[src/rtl/cgra_isa_pkg.sv]
// Shared ISA encodings, issue classes and helpers for the CGRA vector decode/issue path.
package cgra_isa_pkg;

  localparam logic [6:0] OpcVec     = 7'h57;
  localparam logic [6:0] OpcVle     = 7'h07;
  localparam logic [6:0] OpcVse     = 7'h27;
  localparam logic [6:0] OpcVstream = 7'h7F;
  localparam logic [6:0] OpcBranch  = 7'h63;
  localparam logic [6:0] OpcOpImm   = 7'h13;
  localparam logic [6:0] OpcLui     = 7'h37;
  localparam logic [6:0] OpcOp      = 7'h33;
  localparam logic [6:0] OpcCsr     = 7'h03;

  localparam logic [2:0] F3Vmacc    = 3'd0;
  localparam logic [2:0] F3VmvVi    = 3'd5;
  localparam logic [2:0] F3Vsetivli = 3'd7;
  localparam logic [2:0] F3Bne      = 3'd1;
  localparam logic [2:0] F3Addi     = 3'd0;
  localparam logic [2:0] F3Add      = 3'd0;
  localparam logic [6:0] F7Add      = 7'h00;
  localparam logic [11:0] CsrSel    = 12'hC00;

  typedef enum logic [3:0] {
    ClsVle32      = 4'd0,
    ClsVse32      = 4'd1,
    ClsVmacc      = 4'd2,
    ClsVmvVi      = 4'd3,
    ClsVstreamout = 4'd4,
    ClsBne        = 4'd5,
    ClsAddi       = 4'd6,
    ClsLui        = 4'd7,
    ClsAdd        = 4'd8,
    ClsCsr        = 4'd9,
    ClsIllegal    = 4'd15
  } isa_class_e;

  localparam logic [2:0] OpVmacc = 3'b011;
  localparam logic [2:0] OpNop   = 3'b100;

  localparam logic [2:0] OpsLui   = 3'b000;
  localparam logic [2:0] OpsAddi  = 3'b001;
  localparam logic [2:0] OpsBne   = 3'b010;
  localparam logic [2:0] OpsAdd   = 3'b011;
  localparam logic [2:0] OpsOther = 3'b100;

  typedef enum logic [0:0] {StIdle, StIssue} state_e;

  function automatic logic is_vec_class(input isa_class_e c);
    return (c == ClsVle32) || (c == ClsVse32) || (c == ClsVmacc) ||
           (c == ClsVmvVi) || (c == ClsVstreamout);
  endfunction

  // Register-number bits kept for a given VLEN code: min(vlen+1, 5).
  function automatic logic [4:0] vreg_mask(input logic [2:0] vlen);
    case (vlen)
      3'd0:    return 5'h01;
      3'd1:    return 5'h03;
      3'd2:    return 5'h07;
      3'd3:    return 5'h0F;
      default: return 5'h1F;
    endcase
  endfunction

endpackage

[src/rtl/vec_addr_gen.sv]
// Vector-RF address: register number scaled into the VLEN-sized bank, plus element index.
module vec_addr_gen
  import cgra_isa_pkg::*;
#(
  parameter int unsigned DWIDTH_RFADD = 12,
  parameter int unsigned ITR_W        = 12
) (
  input  logic [4:0]              vreg,
  input  logic [2:0]              vlen,
  input  logic [ITR_W-1:0]        idx,
  output logic [DWIDTH_RFADD-1:0] addr
);

  logic [DWIDTH_RFADD-1:0] reg_ext;
  logic [DWIDTH_RFADD-1:0] base;

  assign reg_ext = DWIDTH_RFADD'(vreg & vreg_mask(vlen));
  assign base    = reg_ext << (DWIDTH_RFADD - 32'd1 - 32'(vlen));
  assign addr    = base + DWIDTH_RFADD'(idx);

endmodule

[src/rtl/vec_decode_issue.sv]
// Registered scalar/vector decoder for the CGRA control path; vsetivli is absorbed into local
// config and vector instructions expand into one issue beat per element.
module vec_decode_issue
  import cgra_isa_pkg::*;
#(
  parameter int unsigned DWIDTH_INST  = 32,
  parameter int unsigned DWIDTH_RFADD = 12,
  parameter int unsigned DWIDTH_INT   = 32,
  parameter int unsigned ITR_W        = 12
) (
  input  logic                    clk,
  input  logic                    rst,
  input  logic [DWIDTH_INST-1:0]  in_instr,
  input  logic                    in_valid,
  output logic                    in_ready,
  output logic                    out_valid,
  input  logic                    out_ready,
  output logic                    out_last,
  output logic [3:0]              out_class,
  output logic [2:0]              out_op,
  output logic [2:0]              out_op_scalar,
  output logic [4:0]              out_rs1,
  output logic [4:0]              out_rs2,
  output logic [4:0]              out_rd,
  output logic [DWIDTH_INT-1:0]   out_imm,
  output logic [11:0]             out_branch_imm,
  output logic                    out_wen_rf_scalar,
  output logic [DWIDTH_RFADD-1:0] out_vr_addr,
  output logic [DWIDTH_RFADD-1:0] out_vw_addr,
  output logic [ITR_W-1:0]        out_elem_idx,
  output logic                    out_mux2_tvalid,
  output logic [2:0]              cfg_vlen,
  output logic [ITR_W-1:0]        cfg_itr,
  output logic                    busy
);

  logic [6:0] opcode, funct7;
  logic [2:0] funct3;
  assign opcode = in_instr[6:0];
  assign funct3 = in_instr[14:12];
  assign funct7 = in_instr[31:25];

  isa_class_e dec_class;
  logic       dec_vset;

  always_comb begin
    dec_class = ClsIllegal;
    dec_vset  = 1'b0;
    case (opcode)
      OpcVec: begin
        if (funct3 == F3Vmacc)         dec_class = ClsVmacc;
        else if (funct3 == F3VmvVi)    dec_class = ClsVmvVi;
        else if (funct3 == F3Vsetivli) dec_vset  = 1'b1;
      end
      OpcVle:     dec_class = ClsVle32;
      OpcVse:     dec_class = ClsVse32;
      OpcVstream: dec_class = ClsVstreamout;
      OpcBranch:  if (funct3 == F3Bne) dec_class = ClsBne;
      OpcOpImm:   if (funct3 == F3Addi) dec_class = ClsAddi;
      OpcLui:     dec_class = ClsLui;
      OpcOp:      if (funct3 == F3Add && funct7 == F7Add) dec_class = ClsAdd;
      OpcCsr:     if (in_instr[31:20] == CsrSel) dec_class = ClsCsr;
      default: ;
    endcase
  end

  logic                  dec_vec;
  logic [DWIDTH_INT-1:0] dec_imm;
  logic [2:0]            dec_ops;

  assign dec_vec = is_vec_class(dec_class);

  always_comb begin
    dec_imm = '0;
    dec_ops = OpsOther;
    case (dec_class)
      ClsAddi: begin
        dec_imm = DWIDTH_INT'($signed(in_instr[31:20]));
        dec_ops = OpsAddi;
      end
      ClsLui: begin
        dec_imm = DWIDTH_INT'({in_instr[31:12], 12'h000});
        dec_ops = OpsLui;
      end
      ClsBne:  dec_ops = OpsBne;
      ClsAdd:  dec_ops = OpsAdd;
      default: ;
    endcase
  end

  state_e                  state_q;
  isa_class_e              class_q;
  logic [2:0]              op_q, ops_q, vlen_lat_q, cfg_vlen_q;
  logic [4:0]              rs1_q, rs2_q, rd_q, vr_reg_q, vw_reg_q;
  logic [DWIDTH_INT-1:0]   imm_q;
  logic [11:0]             bimm_q;
  logic                    wen_q, mux2_q, last_q;
  logic [ITR_W-1:0]        idx_q, beats_q, cfg_itr_q;

  logic accept, fire;
  assign out_valid = (state_q == StIssue);
  assign in_ready  = !out_valid || (out_ready && last_q);
  assign accept    = in_valid && in_ready;
  assign fire      = out_valid && out_ready;

  always_ff @(posedge clk) begin
    if (rst) begin
      state_q    <= StIdle;
      class_q    <= ClsVle32;  // encoding 0: all data outputs read zero out of reset
      op_q       <= '0;
      ops_q      <= '0;
      vlen_lat_q <= '0;
      cfg_vlen_q <= '0;
      cfg_itr_q  <= '0;
      rs1_q      <= '0;
      rs2_q      <= '0;
      rd_q       <= '0;
      vr_reg_q   <= '0;
      vw_reg_q   <= '0;
      imm_q      <= '0;
      bimm_q     <= '0;
      wen_q      <= 1'b0;
      mux2_q     <= 1'b0;
      last_q     <= 1'b0;
      idx_q      <= '0;
      beats_q    <= '0;
    end else begin
      if (accept && dec_vset) begin
        cfg_vlen_q <= in_instr[17:15];
        cfg_itr_q  <= in_instr[18+ITR_W-1:18];
      end
      if (accept && !dec_vset) begin
        state_q    <= StIssue;
        class_q    <= dec_class;
        op_q       <= (dec_class == ClsVmacc) ? OpVmacc : OpNop;
        ops_q      <= dec_ops;
        rs1_q      <= in_instr[19:15];
        rs2_q      <= in_instr[24:20];
        rd_q       <= in_instr[11:7];
        imm_q      <= dec_imm;
        bimm_q     <= {in_instr[31], in_instr[7], in_instr[30:25], in_instr[11:8]};
        wen_q      <= (dec_class == ClsAddi) || (dec_class == ClsLui) ||
                      (dec_class == ClsAdd) || (dec_class == ClsCsr);
        mux2_q     <= (dec_class == ClsVmacc) || (dec_class == ClsVstreamout);
        vr_reg_q   <= (dec_class == ClsVse32) ? in_instr[11:7] : in_instr[24:20];
        vw_reg_q   <= in_instr[11:7];
        vlen_lat_q <= cfg_vlen_q;
        idx_q      <= '0;
        beats_q    <= (dec_vec && cfg_itr_q != '0) ? cfg_itr_q : ITR_W'(1);
        last_q     <= !(dec_vec && cfg_itr_q > ITR_W'(1));
      end else if (fire) begin
        // A vsetivli accepted alongside the final beat also lands here and closes the burst.
        if (last_q) begin
          state_q <= StIdle;
          last_q  <= 1'b0;
          idx_q   <= '0;
        end else begin
          idx_q  <= idx_q + ITR_W'(1);
          last_q <= (idx_q + ITR_W'(1)) == (beats_q - ITR_W'(1));
        end
      end
    end
  end

  vec_addr_gen #(
    .DWIDTH_RFADD (DWIDTH_RFADD),
    .ITR_W        (ITR_W)
  ) u_vr_addr (
    .vreg (vr_reg_q),
    .vlen (vlen_lat_q),
    .idx  (idx_q),
    .addr (out_vr_addr)
  );

  vec_addr_gen #(
    .DWIDTH_RFADD (DWIDTH_RFADD),
    .ITR_W        (ITR_W)
  ) u_vw_addr (
    .vreg (vw_reg_q),
    .vlen (vlen_lat_q),
    .idx  (idx_q),
    .addr (out_vw_addr)
  );

  assign out_last          = last_q;
  assign out_class         = class_q;
  assign out_op            = op_q;
  assign out_op_scalar     = ops_q;
  assign out_rs1           = rs1_q;
  assign out_rs2           = rs2_q;
  assign out_rd            = rd_q;
  assign out_imm           = imm_q;
  assign out_branch_imm    = bimm_q;
  assign out_wen_rf_scalar = wen_q;
  assign out_elem_idx      = idx_q;
  assign out_mux2_tvalid   = mux2_q;
  assign cfg_vlen          = cfg_vlen_q;
  assign cfg_itr           = cfg_itr_q;
  assign busy              = out_valid && !last_q;

endmodule

[config.mk]
export PLATFORM = sky130hd
export DESIGN_NAME = vec_decode_issue
export DESIGN_NICKNAME = d
export VERILOG_FILES = /design/src/rtl/cgra_isa_pkg.sv /design/src/rtl/vec_addr_gen.sv /design/src/rtl/vec_decode_issue.sv
export SDC_FILE = /design/constraint.sdc
export NUM_CORES = 1
export LEC_CHECK = 0
export CORE_MARGIN = 4
export CORE_UTILIZATION = 54
export CTS_CLUSTER_DIAMETER = 80
export DETAILED_ROUTE_END_ITERATION = 12
export PLACE_DENSITY = 0.87
export SLEW_MARGIN = 40
export SYNTH_ARGS = -nofsm -noshare
export SYNTH_HDL_FRONTEND = slang
export SYNTH_SLANG_ARGS = --single-unit
[constraint.sdc]
create_clock -name clk -period 6.5 [get_ports clk]
set_clock_uncertainty 0.15 [all_clocks]
set_input_delay 1.625 -clock clk [delete_from_list [all_inputs] [get_ports clk]]
set_output_delay 1.625 -clock clk [all_outputs]
set_load 0.05 [all_outputs]
==> impl_metrics.ini <==
[global_routing]
grt_pass1_wl_microns = 30920
grt.overflow.total = 0
grt.total_usage = 0.2705
grt_antenna_before_repair = 0
first_global_vias = 5969
grt_max_degree = 50

[clocking]
root_buffer = clkbuf_16
cts_max_level = 4
cts_tree = built
clk_latency_ns = 0.40
numCtsBuffers = 17
hold_buffers = 0
clockBufferDepth = 2
cts_resized = 0
cts.clk_slew.worst_paths_ns = 0.05
cts.sink_count = 114
post_cts_buffers = 0

[synthesis]
synth_top_area_frac = 0.3504
syn_inst = 782
ys_seq_area_frac = 0.3504
synthArstFlopShare = 0
synth_edf_count = 0
ys_top_cells_by_area = dfxtp_1 (35%), a21oi_1 (6.0%), xnor2_1 (5.4%)
synth_area_per_cell_sq_um = 8.330
ys_ff_latch = 114
syn_area_sq_um = 6514
synth_warnings = 0
synthFlopType = dfxtp_1
synth_cell_types = 77
yosys.area.top_type = dfxtp_1

[layout]
final_nets = 987
layout_common_cells = clkdlybuf4s50_1 (160), dfxtp_1 (113), nand2_1 (92)
drive_gt1_frac = 0.07036
area_growth_pct = 34.69
mostFrequentLayoutCell = clkdlybuf4s50_1
n_antenna_cell = 0

[die]
io_pins = 162
start_util = 0.5609
die-area_sq_um = 13880
std_cell_rows = 39
core_sq_um = 11610
die_h_microns = 117.8
die_w_microns = 117.8

[worst_setup_path]
timing.rr.end = beats_q[10]
worstSetupEndpointType = output pin
critPathCapture = out_vr_addr[10]
rr_startpoint = out_last
cp_data_arrival_time_ns = 4.22
worstPathRequired_ns = 4.72
reg2regPathDepth = 7
critical_path.max_fanout = 19
r2r_setup_slack_ns = 3.38
crit_path_start_kind = flip-flop
crit_start = vlen_lat_q[1]
crit_type = flip-flop to output pin

[power]
peakVddDrop_v = 0.0001844
pwr-share-comb = 0.144
power_leakage_nw = 3.347
p_switching_mw = 0.5357
internal_power_mw = 1.439
pwr-share-clk = 0.484
powerDensity_nw_per_um2 = 225.1
netSwitchingFraction = 0.2713
pwr-share-seq = 0.373

[drt]
drc = 0
drtIter0Drc = 412
antenna_left = 0
wl_per_cell_microns = 17.81
vias = 6366
drt_first_pass_iters = 5
totalWireLength_microns = 19250
via_per_inst = 5.889

[outcome]
status = complete, no violations

[placed_design]
dp_hpwl_microns = 13640
gp_congestion = 0.9039
post-place-ws_ns = 0.9196
port_buffers = 161

[timing]
worst_slack_ns = 0.5075
slew_violations = 0
max-slew-margin-rel = 0.4945
period_needed_ns = 5.993
whs_ns = 0.2998
period_share = 0.9219
setup_tns_ns = 0
setup_viol = 0
hold_viol = 0
rsz0062_at_grt = false
worst_slew_pin_slew_ns = 0.7550
fmax_mhz = 166.9

[job]
maxCapViolCount = 0

[worst_hold_path]
min_path_type = flip-flop to flip-flop
cell type report:
cell class                      instances  area (sq um)
Multi-Input combinational cell        607          3961
Fill cell                             849          2840
Sequential cell                       114          2283
Timing Repair Buffer                  168          1674
Clock buffer                           20         456.7
Tap cell                              143         178.9
Clock inverter                         12         155.1
Inverter                               17         63.81
how the worst min path moves through the flow:
| stage | startpoint | end | cells after the start |
|---|---|---|---|
| finish | out_branch_imm[4] | out_branch_imm[4] | 2 |
| global route | out_branch_imm[5] | out_branch_imm[5] | 2 |
| CTS | out_branch_imm[4] | out_branch_imm[4] | 2 |
| detailed placement | out_branch_imm[4] | out_branch_imm[4] | 2 |
| global placement | out_branch_imm[8] | out_branch_imm[8] | 2 |
| floorplan | beats_q[11] | beats_q[11] | 1 |
cell usage after synthesis, types with 4 or more instances:
cell      number
xnor2_1       40
a21boi_0       5
buf_1          6
a21o_1         4
a211oi_1      11
xor2_1        11
and3_1         4
nor3b_1        5
a22oi_1       23
ha_1          24
a22o_1        24
nand2b_1       5
dfxtp_1      114
buf_4          9
nor4_1         7
o21ai_0       22
or3_1          7
nand3_1       17
clkbuf_1      31
a21oi_1       78
nor2_1        80
buf_2          4
nor2b_1        8
nand2_1       92
inv_1         17
mux2i_1       30
nor3_1        21
per-stage QoR:
| stage | power, mW | instances | area (sq um) | util |
|---|---|---|---|---|
| finish | 1.975 | 1081 | 8773 | 0.7554 |
| global route | 2.046 | 1081 | 8773 | 0.7554 |
| CTS | 1.984 | 1081 | 8772 | 0.7553 |
| detailed placement | 1.030 | 1049 | 8160 | 0.7027 |
| global placement | 1.022 | 1047 | 8125 | 0.6996 |
| floorplan | 0.9273 | 790 | 6544 | - |
flip-flops by register name, summed over array words and instances (netlist names):
signal and flops:
out_elem_idx 12, vlen_lat_q 3, out_op 2, out_class 4, out_branch_imm 8, vw_reg_q 4, out_wen_rf_scalar 1, out_imm 32
out_op_scalar 3, cfg_itr 12, out_valid 1, vr_reg_q 5, beats_q 12, cfg_vlen 3, out_rs1 5, out_last 1
out_rs2 5, out_mux2_tvalid 1
cells by family (layout without fill, tap and decap cells):
family,Yosys count,in the layout,synth area share
muxes,33,33,0.05129
other,2,10,0.001153
and+or+nand+nor,282,282,0.2119
DFF,114,114,0.3504
xor gates and xnor gates,51,51,0.06857
AOI/OAI and AO/OA,205,205,0.2165
adders and majority gates,26,26,0.05225
buffers and inverters,69,217,0.04802
critical path: stages, from the launching register on:
cell and delay [ns]:
dfxtp_1 0.71, mux2_2 0.42, nor2_1 0.09, a21oi_1 0.06
and2_1 0.19, ha_1 0.34, a21o_1 0.21, o21ai_0 0.20
or4b_2 0.60, o311ai_0 0.13, clkdlybuf4s50_1 0.87
per-layer routing:
metal  share of wire  track usage
met1            0.41       0.3310
met2            0.47       0.4405
met3           0.077      0.07929
met4           0.038       0.1223
met5               0            0
power groups by stage:
stage | Combinational [mW] | Clock [mW] | Sequential, mW
after floorplan | 0.130 | 0 | 0.797
after global placement | 0.273 | 0 | 0.749
after detailed placement | 0.280 | 0 | 0.750
after CTS | 0.282 | 0.966 | 0.736
after global routing | 0.299 | 1.01 | 0.739
final | 0.283 | 0.955 | 0.736
No activity file was read; power rests on OpenSTA's default activity.
